## src/rtl/mem_lsu_pkg.sv

```systemverilog
// mem_lsu_pkg: op codes, FSM states and byte-count/extension helpers shared with the RAM arbiter.
package mem_lsu_pkg;
    localparam int ALU_OP_W   = 8;
    localparam int REG_ADDR_W = 5;
    localparam logic [ALU_OP_W-1:0] OP_NOP = 8'h00;
    localparam logic [ALU_OP_W-1:0] OP_ADD = 8'h20;
    localparam logic [ALU_OP_W-1:0] OP_LB  = 8'hE0;
    localparam logic [ALU_OP_W-1:0] OP_LH  = 8'hE1;
    localparam logic [ALU_OP_W-1:0] OP_LW  = 8'hE3;
    localparam logic [ALU_OP_W-1:0] OP_LBU = 8'hE4;
    localparam logic [ALU_OP_W-1:0] OP_LHU = 8'hE5;
    localparam logic [ALU_OP_W-1:0] OP_SB  = 8'hE8;
    localparam logic [ALU_OP_W-1:0] OP_SH  = 8'hE9;
    localparam logic [ALU_OP_W-1:0] OP_SW  = 8'hEB;
    typedef enum logic [1:0] {
        MemIdle   = 2'd0,
        MemAccess = 2'd1,
        MemDone   = 2'd2
    } mem_state_e;
    function automatic logic is_load(input logic [ALU_OP_W-1:0] op);
        return op inside {OP_LB, OP_LH, OP_LW, OP_LBU, OP_LHU};
    endfunction
    function automatic logic is_store(input logic [ALU_OP_W-1:0] op);
        return op inside {OP_SB, OP_SH, OP_SW};
    endfunction
    function automatic logic [1:0] mem_len(input logic [ALU_OP_W-1:0] op);
        return (op inside {OP_LW, OP_SW}) ? 2'd3 : (op inside {OP_LH, OP_LHU, OP_SH}) ? 2'd1 : 2'd0;
    endfunction
    function automatic logic [31:0] load_ext(input logic [ALU_OP_W-1:0] op, input logic [31:0] data);
        return (op == OP_LB)  ? {{24{data[7]}}, data[7:0]} :
               (op == OP_LBU) ? {24'd0, data[7:0]} :
               (op == OP_LH)  ? {{16{data[15]}}, data[15:0]} :
               (op == OP_LHU) ? {16'd0, data[15:0]} : data;
    endfunction
endpackage

```

## src/rtl/mem_lsu.sv

```systemverilog
// mem_lsu: memory stage moving loads/stores one byte per granted cycle over a byte-wide RAM port.
module mem_lsu
    import mem_lsu_pkg::*;
(
    input  logic                  clk,
    input  logic                  rst,
    input  logic [ALU_OP_W-1:0]   aluop_i,
    input  logic [31:0]           mem_addr_i,
    input  logic [31:0]           reg2_i,
    input  logic [REG_ADDR_W-1:0] wd_i,
    input  logic                  wreg_i,
    input  logic [31:0]           wdata_i,
    output logic [REG_ADDR_W-1:0] wd_o,
    output logic                  wreg_o,
    output logic [31:0]           wdata_o,
    output logic                  stallreq_o,
    output logic                  ram_req_o,
    output logic                  ram_wr_o,
    output logic [31:0]           ram_addr_o,
    output logic [7:0]            ram_wdata_o,
    input  logic [7:0]            ram_rdata_i,
    input  logic                  ram_ready_i
);
    mem_state_e            state_q, state_d;
    logic [ALU_OP_W-1:0]   op_q, op_d;
    logic [31:0]           addr_q, addr_d, sdata_q, sdata_d, buf_q, buf_d;
    logic [REG_ADDR_W-1:0] wd_q, wd_d;
    logic                  wreg_q, wreg_d;
    logic [1:0]            cnt_q, cnt_d, len_q, len_d;

    always_ff @(posedge clk) begin
        if (rst) begin
            state_q <= MemIdle;
            op_q    <= '0;
            addr_q  <= '0;
            sdata_q <= '0;
            buf_q   <= '0;
            wd_q    <= '0;
            wreg_q  <= 1'b0;
            cnt_q   <= '0;
            len_q   <= '0;
        end else begin
            state_q <= state_d;
            op_q    <= op_d;
            addr_q  <= addr_d;
            sdata_q <= sdata_d;
            buf_q   <= buf_d;
            wd_q    <= wd_d;
            wreg_q  <= wreg_d;
            cnt_q   <= cnt_d;
            len_q   <= len_d;
        end
    end

    always_comb begin
        state_d     = state_q;
        op_d        = op_q;
        addr_d      = addr_q;
        sdata_d     = sdata_q;
        buf_d       = buf_q;
        wd_d        = wd_q;
        wreg_d      = wreg_q;
        cnt_d       = cnt_q;
        len_d       = len_q;
        wd_o        = '0;
        wreg_o      = 1'b0;
        wdata_o     = '0;
        stallreq_o  = 1'b0;
        ram_req_o   = 1'b0;
        ram_wr_o    = 1'b0;
        ram_addr_o  = '0;
        ram_wdata_o = '0;
        case (state_q)
            MemIdle: begin
                if (is_load(aluop_i) || is_store(aluop_i)) begin
                    stallreq_o = 1'b1;
                    state_d    = MemAccess;
                    op_d       = aluop_i;
                    addr_d     = mem_addr_i;
                    sdata_d    = reg2_i;
                    wd_d       = wd_i;
                    wreg_d     = wreg_i;
                    cnt_d      = '0;
                    len_d      = mem_len(aluop_i);
                    buf_d      = '0;
                end else begin
                    wd_o    = wd_i;
                    wreg_o  = wreg_i;
                    wdata_o = wdata_i;
                end
            end
            MemAccess: begin
                stallreq_o  = 1'b1;
                ram_req_o   = 1'b1;
                ram_wr_o    = is_store(op_q);
                ram_addr_o  = addr_q + {30'd0, cnt_q};
                ram_wdata_o = sdata_q[{cnt_q, 3'b000} +: 8];
                if (ram_ready_i) begin
                    buf_d[{cnt_q, 3'b000} +: 8] = is_load(op_q) ? ram_rdata_i : buf_q[{cnt_q, 3'b000} +: 8];
                    state_d = (cnt_q == len_q) ? MemDone : MemAccess;
                    cnt_d   = (cnt_q == len_q) ? cnt_q : cnt_q + 2'd1;
                end
            end
            MemDone: begin
                state_d = MemIdle;
                wd_o    = is_load(op_q) ? wd_q : '0;
                wreg_o  = is_load(op_q) && wreg_q;
                wdata_o = is_load(op_q) ? load_ext(op_q, buf_q) : '0;
            end
            default: state_d = MemIdle;
        endcase
        // Reset forces every output low, even while the registers still hold an access.
        if (rst) begin
            wd_o        = '0;
            wreg_o      = 1'b0;
            wdata_o     = '0;
            stallreq_o  = 1'b0;
            ram_req_o   = 1'b0;
            ram_wr_o    = 1'b0;
            ram_addr_o  = '0;
            ram_wdata_o = '0;
        end
    end
endmodule

```

## config.mk

```make
export PLATFORM = sky130hd
export DESIGN_NAME = mem_lsu
export DESIGN_NICKNAME = d
export VERILOG_FILES = /design/src/rtl/mem_lsu_pkg.sv /design/src/rtl/mem_lsu.sv
export SDC_FILE = /design/constraint.sdc
export NUM_CORES = 1
export LEC_CHECK = 0
export ABC_CLOCK_PERIOD_IN_PS = 4150
export BUFFER_PORTS_ARGS = -buffer_cell sky130_fd_sc_hd__buf_2
export CORE_MARGIN = 2
export CORE_UTILIZATION = 50
export CTS_CLUSTER_DIAMETER = 200
export DETAILED_ROUTE_END_ITERATION = 6
export PLACE_DENSITY = 0.79
export SETUP_SLACK_MARGIN = 0.2
export SLEW_MARGIN = 40
export SYNTH_ARGS = -nofsm -noshare
export SYNTH_HDL_FRONTEND = slang
export SYNTH_SLANG_ARGS = --single-unit
```

## constraint.sdc

```tcl
create_clock -name clk -period 4.15 [get_ports clk]
set_input_delay 1.245 -clock clk [delete_from_list [all_inputs] [get_ports clk]]
set_output_delay 1.245 -clock clk [all_outputs]
set_load 0.01 [all_outputs]
```

---- After elaboration in Yosys (flattened, before gate mapping) ----
Cells that the tools add are included.
operators by class
  $add $sub $neg .......................... 3
  equality and inequality tests ........... 22
  shifts and indexed selects .............. 4
  mux-type cells .......................... 41
  reduce and logical (&&, ||, !) cells .... 14
operators by type and width
  cell                      number
  $mux W32                  11
  $eq A8 B8 Y1 const B      16
  $pmux W32 S2              2
  $shiftx A32 B6 Y8         2
  $add A32 B2 Y32           1
  $bwmux W32                1
  $shift A8 B7 Y32 const A  1
  $shiftx A8 B7 Y32         1
  $mux W8                   3
  $mux W5                   3
  $mux W2                   7
  $pmux W5 S2               1
  $reduce_bool A5 Y1        2
  $mux W1                   9
  $reduce_bool A3 Y1        3
  $pmux W2 S2               2
  $neg A5 Y7                1
  $ne A2 B2 Y1 const B      3
  $pmux W1 S2               2
  $reduce_and A2 Y1         2
  $reduce_and A4 Y1         1
  $reduce_bool A2 Y1        2
  $reduce_and A3 Y1         1
  $add A2 B1 Y2 const B     1
  other kinds (6)           6
storage, ports and cells
  bits in registers ....................... 116
  input bits .............................. 121
  output and inout bits ................... 81
  logic and storage cells ................. 93

---- Depth between registers and ports, before layout ----
Gate-level depths: netlist (run 1).
  word-level depth ........................ 8
  gate-level depth with buffers ........... 9
  depth with buffers taken out ............ 6

---- Worst setup path after synthesis (run 1) ----
Ideal clock, no wire load.
  path type ............................... in2out
  from .................................... input port rst
  to ...................................... output port wdata_o[21]
  data arrival time ....................... 2.700 ns
  required time ........................... 2.905 ns
  path slack .............................. 0.205 ns
  cell stages on the path ................. 7
  buffers on the path ..................... 4
  cell sequence ........................... clkbuf_1 -> or2_2 -> clkbuf_1 -> and3b_1 -> clkbuf_1 -> buf_1 -> o2bb2ai_1
between the ends
  longest elaborated chain between the ends .. 1
RTL lines
  element      RTL line        source
  from (decl)  mem_lsu.sv:6    input logic rst,
  $mux W32     mem_lsu.sv:113  if (rst) begin
  to (decl)    mem_lsu.sv:15   output logic [31:0] wdata_o,
Every way passes these cells.

---- Final worst setup path (run 1) ----
  from .................................... register addr_q[0]
  to ...................................... output port ram_addr_o[28]
between the ends
  longest elaborated chain between the ends .. 3
RTL lines
  element                 RTL line        source
  from (decl)             mem_lsu.sv:26   logic [31:0] addr_q, addr_d, sdata_q, sdata_d, buf_q, buf_d;
  from (signal assigned)  mem_lsu.sv:45   addr_q <= addr_d;
  $add A32 B2 Y32         mem_lsu.sv:96   ram_addr_o = addr_q + {30'd0, cnt_q};
  $mux W32                mem_lsu.sv:73   case (state_q)
  $mux W32                mem_lsu.sv:113
  to (decl)               mem_lsu.sv:19   output logic [31:0] ram_addr_o,
Every way passes these cells.

==> results of run 1 <==
-- per-layer routing --
metal / share of wire (%) / global-route usage [%]
met1: 44 / 35.9
met2: 48 / 42.3
met3: 6.5 / 5.28
met4: 1.6 / 7.54
met5: 0 / 0
-- power by group --
part	switching [µW]	total, µW	leakage (µW)	internal [µW]
clock network	499	1350	0.000258	855
logic	106	201	0.00179	95.7
registers	11.5	1140	0.000938	1130
-- worst max-delay path, delay by kind of cell, from the launching register on --
family          cells  cell delay [ns]
simple gates        3             1.25
fa+ha+maj           2             0.38
flops               1             0.35
compound gates      1             0.14
buf+inv             1             0.14
-- final cells by class --
| class | instances | area [µm²] | area share [%] |
|---|---|---|---|
| timing repair buffer | 226 | 1220 | 15.1 |
| multi-input combinational | 573 | 3720 | 46.1 |
| antenna | 1 | 2.50 | 0.0310 |
| clock buffer | 20 | 467 | 5.78 |
| tap | 168 | 210 | 2.61 |
| sequential | 116 | 2330 | 28.8 |
| inverter | 10 | 37.5 | 0.465 |
| clock inverter | 9 | 82.6 | 1.02 |
-- synth_stat cells (3+ instances only) --
library cell  number
o31ai_1            8
and2_1            11
nand2_1          165
and3_1             3
nand4_1            9
buf_1              4
o21ai_0           15
nand2b_1           7
nor4_1             7
or3_1              4
or4_2              4
mux4_2            16
xnor2_1            7
ha_1               6
buf_2              5
dfxtp_1          116
or4_1              8
nor2_1            37
mux2i_1           27
a211oi_1           4
o2bb2ai_1         48
and4_1             3
clkbuf_1          45
a32oi_1           15
nand3_1           22
inv_1             10
nor3_1             5
a21oi_1          101
xor2_1             8
-- registers in the layout (all words and copies together), names as in the netlist --
signal	cells
cnt_q	2
addr_q	32
op_q	8
len_q	2
state_q	2
sdata_q	32
buf_q	32
wd_q	5
wreg_q	1
-- layout by cell type (no fill, tap or decap), drive strengths merged, types with 7 or more instances in the layout --
cell,Yosys,routed
o2bb2ai,48,48
inv,10,10
a32oi,15,15
mux2i,27,27
or4,13,13
nand4,10,10
xnor2,7,7
a21oi,101,101
o31ai,8,8
clkbuf,45,20
buf,10,226
o21ai,15,15
xor2,8,8
nor4,7,7
nand2,165,165
dfxtp,116,116
nand3,22,22
and2,11,11
nor2,37,37
nand2b,7,7
mux4,16,16
-- kinds of logic after synthesis --
| kind of cell | Yosys count | synth area share [%] |
|---|---|---|
| AO/OA/AOI/OAI | 206 | 22.0 |
| adder cells (fa/ha/maj) | 7 | 1.53 |
| multiplexers | 43 | 10.1 |
| buffers and inverters | 65 | 4.08 |
| AND/OR/NAND/NOR | 302 | 22.9 |
| flip-flops | 116 | 37.3 |
| XOR/XNOR | 15 | 2.11 |
-- metrics by stage --
step,std cells,setup WS [ns],power (µW)
detailed placement,1090,0.295,1360
CTS,1120,0.210,2710
global route,1123,0.166,2780
floorplan,754,0.205,1250
global placement,1090,0.355,1360
finish,1123,0.230,2690
-- what timing repair did --
action,in CTS,in global routing
pin swaps,1,3
resized for setup,3,12
buffers inserted,1,2
endpoints found under the setup margin,7,19
-- path summary, 6_finish.rpt --
| path | end | slack [ns] | depth (start not counted) |
|---|---|---|---|
| setup / recovery | ram_addr_o[28] | 0.23 | 7 |
| hold / removal | sdata_q[22]$_SDFFE_PP0P_ | 0.45 | 2 |
| setup reg to reg | buf_q[0]$_SDFFE_PP0P_ | 1.87 | 4 |
| hold reg to reg | sdata_q[22]$_SDFFE_PP0P_ | 0.45 | 2 |
==> summary.md, run 1 <==
| Metric | Value |
|---|---|
| Peak Freq | 0.255 GHz |
| CTS tree | yes |
| Main synth FF type | dfxtp_1 |
| Setup crit start kind | flip-flop |
| First-pass GRT wire length | roughly 28000 µm |
| Cell count after synthesis | around 750 |
| Number of global-route vias before repair | ~5700 |
| Top-area cell type share of the netlist area | ~37% |
| Clock sink total | 116 |
| First-pass DRT Iterations | 5 |
| Overall global routing resource usage | a little over a quarter |
| Hold Slack | between 0.4 and 0.5 ns |
| Setup Skew | between 0.01 and 0.015 ns |
| LEAKAGE | 0.00298 µW |
| Critical path cell sequence | ha_4 -> fa_2 -> nand4_1 -> or4_4 -> or4_4 -> a21oi_2 -> buf_2 |
| Post-Syn Nets | just under 900 |
| Largest net degree at the start of global routing | 83 |
| Syn_area_per_cell | about 8.3 µm² |
| Die width | approximately 120 µm |
| Grt total ovfl | 0 |
| Fin crit period | between 3 and 4 ns |
| Final Instance Area | between 0.008 and 0.009 mm² |
| Crit path largest cell delay | 0.59 ns |
| Actual slew at the worst max-slew pin | about 0.68 ns |
| Setup TNS | 0 ns |
| Worst path arrival time | 2.68 ns |
| Crit path required time | about 2.9 ns |
| Detailed placement HPWL | 12500 µm |
| Crit end category | primary output |
| Synth Register Bits | approximately 120 |
| Pins Over Slew Limit | 0 |
| Slew headroom | approximately 55% |
| Root Driver | clkbuf_16 |
| Via density | roughly 5.7 |
| Synthesis-to-layout area growth | 29.5% |
| H-tree Lvls | 4 |
| Outcome | finished clean |
| RSZ-0062 raised after global routing | true |
| DIE AREA | between 0.01 and 0.015 mm² |
| Crit path kind | reg2out |
| Gpl congestion | ~0.89 |
| Core area | around 0.012 mm² |
| CP max stage cell | or4_4 |
| # IOs | approximately 200 |
| # setup viols final | 0 |
| Fill count | between 1000 and 1500 |
| Synth cell types | 56 |
| Post-synth EDFFs | 0 |
| Post-DR wirelength/cell | about 16 µm |
| Maximum fanout along the worst path | 5 |
| DRC viols | 0 |
| Final core occ | between 60% and 70% |
| Power per Cell Area | 334 mW/mm² |
| Initial Utilization | about half |
| Cell repeated most along the worst path | or4_4 |
| Die height | 116 µm |
| Port bufs | 201 |
| Clk buf depth | 2 |
| Layout Nets | 1072 |
| IR drop worst, VDD | ~260 µV |
| Area contributors post-synth | dfxtp_1, nand2_1, a21oi_1 |
| CTS buffer count | 17 |
| Final Hold Fails | 0 |
| Hold crit path type | reg2reg |
| Post-synth ARST share | 0% |
| Min-delay src | sdata_q[22]$_SDFFE_PP0P_ |
| Tcrit/Tclk final | between 90% and 100% |
| RR Startpoint | op_q[4]$_SDFFE_PP0P_ |
| Via Count | about 6400 |
| Sequential fraction of the synthesis area | a little under two fifths |
| Crit path launch | addr_q[0]$_SDFFE_PP0P_ |
| Synth Warn # | 0 |
| Rows | 40 |
| Starting DRC count in detailed routing | about 640 |
| Placed Area | between 0.007 and 0.008 mm² |
| Leading area contributor after synthesis | dfxtp_1 |
| Routed WL | ~18000 µm |
| Clock Latency Late Sink | just over 0.4 ns |
| Antenna-violating nets left | 0 |
| Share of layout cells above drive strength 1 | roughly a third |
| Initial antenna violation count | 1 |
| Mapped Area | about 0.0062 mm² |
| Reg clk slew, reported paths | 0.05 ns |
| Hold_buf cts | 0 |
| Max-Cap Viols | 0 |
Power figures use the tool's default switching activity.
==> inputs of run 2 (changes only) <==
==> constraint.sdc (replaced) <==
create_clock -name clk -period 4.15 [get_ports clk]
set_input_delay 0.2075 -clock clk [delete_from_list [all_inputs] [get_ports clk]]
set_output_delay 0.2075 -clock clk [all_outputs]
set_load 0.01 [all_outputs]
==> run 2 against run 1 <==
  * Clock power is 11% higher
  * Highest routed layer unchanged
  * Power is 5.1% higher
  * Non-clock buffer count is 11 lower
  * Largest cell class unchanged
  * Global-route usage is 0.41 points higher
  * Critical path type unchanged
  * Final area is 0.93% lower
  * Flip-flop and latch count stayed put
  * First-iteration DRC count is 19% lower
==> summary.md, run 2 (synthesized netlist as in run 1, its figures left out) <==
| Metric | Value |
|---|---|
| Outcome | finished clean |
| Via density | 5.67 |
| CP max stage cell | or4_4 |
| Number of global-route vias before repair | 5661 |
| Hold_buf cts | 0 |
| Pins Over Slew Limit | 0 |
| Commonest non-fill, non-tap cell in the layout | buf_2 |
| Starting DRC count in detailed routing | around 520 |
| Slew headroom | a little over half |
| Fin crit period | between 2 and 3 ns |
| Peak Freq | 0.345 GHz |
| Crit end category | primary output |
| RSZ-0062 raised after global routing | false |
| Crit path kind | reg2out |
| Top Registers | addr_q (32), buf_q (32), sdata_q (32) |
| Post-DR wirelength/cell | between 15 and 20 µm |
| Most frequent cells in the layout | buf_2, nand2_1, dfxtp_1 |
| Setup TNS | 0 ns |
| CTS buffer count | 17 |
| Sw Pwr | roughly 640 µW |
| Die height | 116 µm |
| First-pass DRT Iterations | 5 |
| Register Area | roughly 0.0023 mm² |
| Antenna-violating nets left | 0 |
| Final core occ | between 60% and 70% |
| Post-CTS Setup Inserts | 0 |
| Power Internal | between 2000 and 2500 µW |
| Max-Cap Viols | 0 |
| Hold crit path type | in2reg |
| # IOs | 202 |
| Clock Latency Late Sink | between 0.4 and 0.5 ns |
| Detailed placement HPWL | around 13000 µm |
| Overall global routing resource usage | a little over a quarter |
| Worst path arrival time | around 2.7 ns |
| Port bufs | between 200 and 250 |
| Clock sink total | 116 |
| Core area | approximately 0.012 mm² |
| Final Hold Fails | 0 |
| Routed WL | roughly 18000 µm |
| Actual slew at the worst max-slew pin | 0.705 ns |
| # setup viols final | 0 |
| Fill count | around 1100 |
| LEAKAGE | just under 0.003 µW |
| Grt total ovfl | 0 |
| Rows | 40 |
| Critical path cell sequence | ha_1 -> fa_1 -> nand4_1 -> or4_4 -> or4_1 -> a21oi_1 -> buf_2 |
| First-pass GRT wire length | 28000 µm |
| Net Sw Frac | 22.6% |
| Reg clk slew, reported paths | 0.05 ns |
| CTS tree | yes |
| Initial Utilization | approximately half |
| Hold Slack | 0.0252 ns |
| Setup Skew | 0.0131 ns |
| Synthesis-to-layout area growth | 28.3% |
| Layout Nets | around 1100 |
| Largest net degree at the start of global routing | 50 |
| H-tree Lvls | 4 |
| Clk buf depth | 2 |
| Setup crit start kind | flip-flop |
| Fin cells | approximately 1100 |
| Power, Total | 2830 µW |
| Via Count | approximately 6300 |
| Share of layout cells above drive strength 1 | around 30% |
| DIE AREA | between 0.01 and 0.015 mm² |
| Die width | approximately 120 µm |
| Gpl congestion | approximately 0.9 |
| Initial antenna violation count | 1 |
| Crit path largest cell delay | about 0.56 ns |
| Reg power frac | 40.2% |
| Power share of the clock group | 53.0% |
| Inst Count DP | 1081 |
| DRC viols | 0 |
| Crit path required time | just under 4 ns |
| Maximum fanout along the worst path | 6 |
| Root Driver | clkbuf_16 |
| Combinational fraction of design power | under 10% |
| IR drop worst, VDD | about 320 µV |
| Post-CTS Resized | 0 |
| Power per Cell Area | 354 mW/mm² |
| Multi-input gate area | 0.00369 mm² |
| Tcrit/Tclk final | between 60% and 70% |
==> run 2: power by group through the flow <==
| stage | combinational (µW) | clock, µW | sequential [µW] |
|---|---|---|---|
| after detailed placement | 193 | 0 | 1160 |
| after global routing | 213 | 1570 | 1140 |
| after floorplan | 95.6 | 0 | 1160 |
| after global placement | 190 | 0 | 1160 |
| after CTS | 194 | 1510 | 1140 |
| final | 194 | 1500 | 1140 |
==> run 2: path summary, 6_finish.rpt <==
kind                                                from                       end  slack (ns)  cells past startpoint
worst max-delay path              addr_q[0]$_SDFFE_PP0P_            ram_addr_o[28]        1.25                      7
worst max register to register     cnt_q[0]$_SDFFE_PP0P_    buf_q[31]$_SDFFE_PP0P_        1.89                      7
worst min-delay path                          reg2_i[27]  sdata_q[27]$_SDFFE_PP0P_        0.03                      3
worst min register to register  sdata_q[19]$_SDFFE_PP0P_  sdata_q[19]$_SDFFE_PP0P_        0.45                      2
==> run 2: cell type report <==
type,instances,area share [%]
multi-input combinational,573,46.2
sequential,116,29.0
timing repair buffer,215,14.0
clock buffer,20,5.71
tap,168,2.63
clock inverter,12,1.93
inverter,10,0.470
antenna,1,0.0313
==> run 2: metal layers <==
layer  vias up  track usage, %  routed length (µm)  part of all wire, %
li1       3102               -                   -                    -
met1      2975            36.0                7940                   44
met2       220            42.2                8600                   48
met3        20            6.54                1070                  6.0
met4         0            8.41                 248                  1.4
met5         -               0                   0                    0
==> run 2: worst max-delay path: cells and delay by family, from the launching register on <==
kind            cells  cell delay (ns)
compound gates      1             0.15
simple gates        3             1.22
buf+inv             1             0.14
fa+ha+maj           2             0.45
flops               1             0.33
==> run 2: through the flow <==
| step | setup WS [ns] | area (µm²) |
|---|---|---|
| floorplan | 1.73 | 6230 |
| global placement | 1.72 | 7330 |
| detailed placement | 1.68 | 7380 |
| CTS | 1.24 | 7990 |
| global route | 1.11 | 7990 |
| finish | 1.25 | 7990 |
==> inputs of run 3 (changes only) <==
--- a/config.mk
+++ b/config.mk
@@ -5,13 +5,13 @@
 export SDC_FILE = /design/constraint.sdc
 export NUM_CORES = 1
 export LEC_CHECK = 0
-export ABC_CLOCK_PERIOD_IN_PS = 4150
+export ABC_CLOCK_PERIOD_IN_PS = 2500
 export BUFFER_PORTS_ARGS = -buffer_cell sky130_fd_sc_hd__buf_2
 export CORE_MARGIN = 2
-export CORE_UTILIZATION = 50
+export CORE_UTILIZATION = 46
 export CTS_CLUSTER_DIAMETER = 200
 export DETAILED_ROUTE_END_ITERATION = 6
-export PLACE_DENSITY = 0.79
+export PLACE_DENSITY = 0.76
 export SETUP_SLACK_MARGIN = 0.2
 export SLEW_MARGIN = 40
 export SYNTH_ARGS = -nofsm -noshare
==> constraint.sdc (replaced) <==
create_clock -name clk -period 2.5 [get_ports clk]
set_input_delay 0.125 -clock clk [delete_from_list [all_inputs] [get_ports clk]]
set_output_delay 0.125 -clock clk [all_outputs]
set_load 0.01 [all_outputs]
==> run 3 against run 2 <==
  * The run now ends with setup timing left
  * Sequential power increased by 65%
  * Sequential share of layout area down 3.6 points
  * Clock skew fell by 0.0033 ns
  * Largest cell class unchanged
  * Clock power increased by 57%
  * Register-to-register slack lost 1.7 ns
  * First-iteration DRC count rose by 32%
  * Critical endpoint is now ram_addr_o[30]
  * Non-clock buffer count is 120 higher
  * Combinational power increased by 120%
  * Count of clock-buffer cells in the layout up 3
  * Cell count is 11% higher
  * Die area up 8.4%
==> summary.md, run 3 (synthesized netlist as in run 1, its figures left out) <==
| Metric | Value |
|---|---|
| Crit end category | primary output |
| Placed Area | approximately 0.0075 mm² |
| Clock Latency Late Sink | 0.42 ns |
| Pins Over Slew Limit | 0 |
| Slew headroom | approximately half |
| Final core occ | a little over two thirds |
| Inst Count DP | 1109 |
| Via Count | around 7000 |
| Port bufs | about 200 |
| Length of routed met3 wiring | between 1500 and 2000 µm |
| Number of global-route vias before repair | 6552 |
| Hold Slack | roughly 0.092 ns |
| Met1 wire length | between 8000 and 9000 µm |
| Largest net degree at the start of global routing | 70 |
| Die width | ~120 µm |
| Maximum fanout along the worst path | 6 |
| Hold crit path type | in2reg |
| Initial Utilization | a little under half |
| Setup crit start kind | flip-flop |
| H-tree Lvls | 4 |
| Max-Cap Viols | 0 |
| Power per Cell Area | 505 mW/mm² |
| Peak Freq | roughly 0.37 GHz |
| N_diodes | 0 |
| Clock sink total | about 120 |
| Fin crit period | roughly 2.7 ns |
| Initial antenna violation count | 0 |
| Setup Skew | 0.00980 ns |
| Worst path arrival time | roughly 2.6 ns |
| First-pass DRT Iterations | 5 |
| First-pass GRT wire length | roughly 32000 µm |
| Final Instance Area | slightly above 0.009 mm² |
| Final worst setup slack | -0.188 ns |
| Post-DR wirelength/cell | ~17 µm |
| Die height | ~120 µm |
| Reg clk slew, reported paths | around 0.05 ns |
| Commonest non-fill, non-tap cell in the layout | buf_2 |
| DIE AREA | 0.0145 mm² |
| Grt total ovfl | 0 |
| Most frequent cells in the layout | buf_2, nand2_1, dfxtp_1 |
| Failing checks | setup timing |
| Rows | between 40 and 50 |
| Final Hold Fails | 0 |
| Setup TNS | -0.821 ns |
| Starting DRC count in detailed routing | between 600 and 700 |
| Antenna-violating nets left | 0 |
| Crit path kind | reg2out |
| Layout Nets | between 1000 and 1500 |
| Core area | around 0.013 mm² |
| Root Driver | clkbuf_16 |
| DRC viols | 0 |
| LEAKAGE | 0.00355 µW |
| Synthesis-to-layout area growth | 48.6% |
| # IOs | about 200 |
| IR drop worst, VDD | between 400 and 500 µV |
| Top Registers | addr_q (32), buf_q (32), sdata_q (32) |
| Routed WL | approximately 21000 µm |
| # setup viols final | 10 |
| Outcome | finished with violations |
| Detailed placement HPWL | approximately 13000 µm |
| Fin cells | roughly 1200 |
| CTS tree | yes |
| Share of layout cells above drive strength 1 | ~34% |
| Clk buf depth | 2 |
| CTS buffer count | 17 |
| Crit path required time | between 2 and 2.5 ns |
| Via density | around 5.6 |
| Top layer reached by signal wires | met4 |
| Gpl congestion | ~0.91 |
| RSZ-0062 raised after global routing | true |
| Tcrit/Tclk final | 108% |
| Fill count | about 1000 |
| Actual slew at the worst max-slew pin | just over 0.7 ns |
| Met2 WL post-DR | about 10000 µm |
| Overall global routing resource usage | approximately 28% |
==> run 3: cell count changes in the layout (fill, tap and decap cells not counted), moves of 5 or more <==
cell / before / now
buf_4: 12 / 56
dfxtp_4: 0 / 5
dfxtp_1: 116 / 98
dfxtp_2: 0 / 13
dlygate4sd3_1: 0 / 74
o21ai_0: 14 / 8
==> run 3: where the power goes <==
group	total [µW]	switching (µW)	internal (µW)
Clock	2360	826	1530
Combinational	431	199	232
Sequential	1880	17.5	1870
Total	4670	1040	3630
==> run 3: path summary, 6_finish.rpt <==
check                           startpoint                       end  slack [ns]  depth (start not counted)
hold / removal              ram_rdata_i[2]    buf_q[18]$_SDFFE_PP0P_        0.09                          3
setup reg to reg     cnt_q[0]$_SDFFE_PP0P_    buf_q[28]$_SDFFE_PP0P_        0.21                          7
hold reg to reg   sdata_q[17]$_SDFFE_PP0P_  sdata_q[17]$_SDFFE_PP0P_        0.45                          2
setup / recovery     cnt_q[0]$_SDFFE_PP0P_            ram_addr_o[30]       -0.19                          7
==> run 3: stage by stage <==
| stage | worst slack (ns) | total power, µW |
|---|---|---|
| 2_1_floorplan | 0.229 | 2080 |
| 6_report | -0.188 | 4670 |
| 5_1_grt | -0.242 | 4830 |
| 3_3_place_gp | 0.146 | 2250 |
| 4_1_cts | -0.0733 | 4700 |
| 3_5_place_dp | 0.103 | 2250 |
==> run 3: worst max-delay path, cell delays in order (launching register included) <==
cell and delay, ns:
dfxtp_2 0.35, ha_4 0.14, fa_2 0.20, nand4_1 0.17, or4_4 0.58, or4_4 0.45
a21oi_2 0.12, buf_2 0.14
==> run 3: layout make-up <==
type	instances	area, µm²	share of cell area [%]
clock inverter	9	103	1.11
multi-input combinational	573	3850	41.6
inverter	10	37.5	0.405
tap	176	220	2.38
sequential	116	2360	25.5
clock buffer	23	478	5.16
timing repair buffer	335	2210	23.9
==> run 3: metal layers <==
metal	vias up	GRT usage [%]
li1	3346	-
met1	3276	34.7
met2	347	47.4
met3	40	7.59
met4	0	9.38
met5	-	0
==> run 3: timing repair <==
item / CTS / global route
resized for setup: 50 / 24
setup buffers: 12 / 15
hold buffers: 74 / 0
endpoints found under the setup margin: 44 / 62
hold endpoints to repair: 74 / 0
pin swaps: 19 / 19
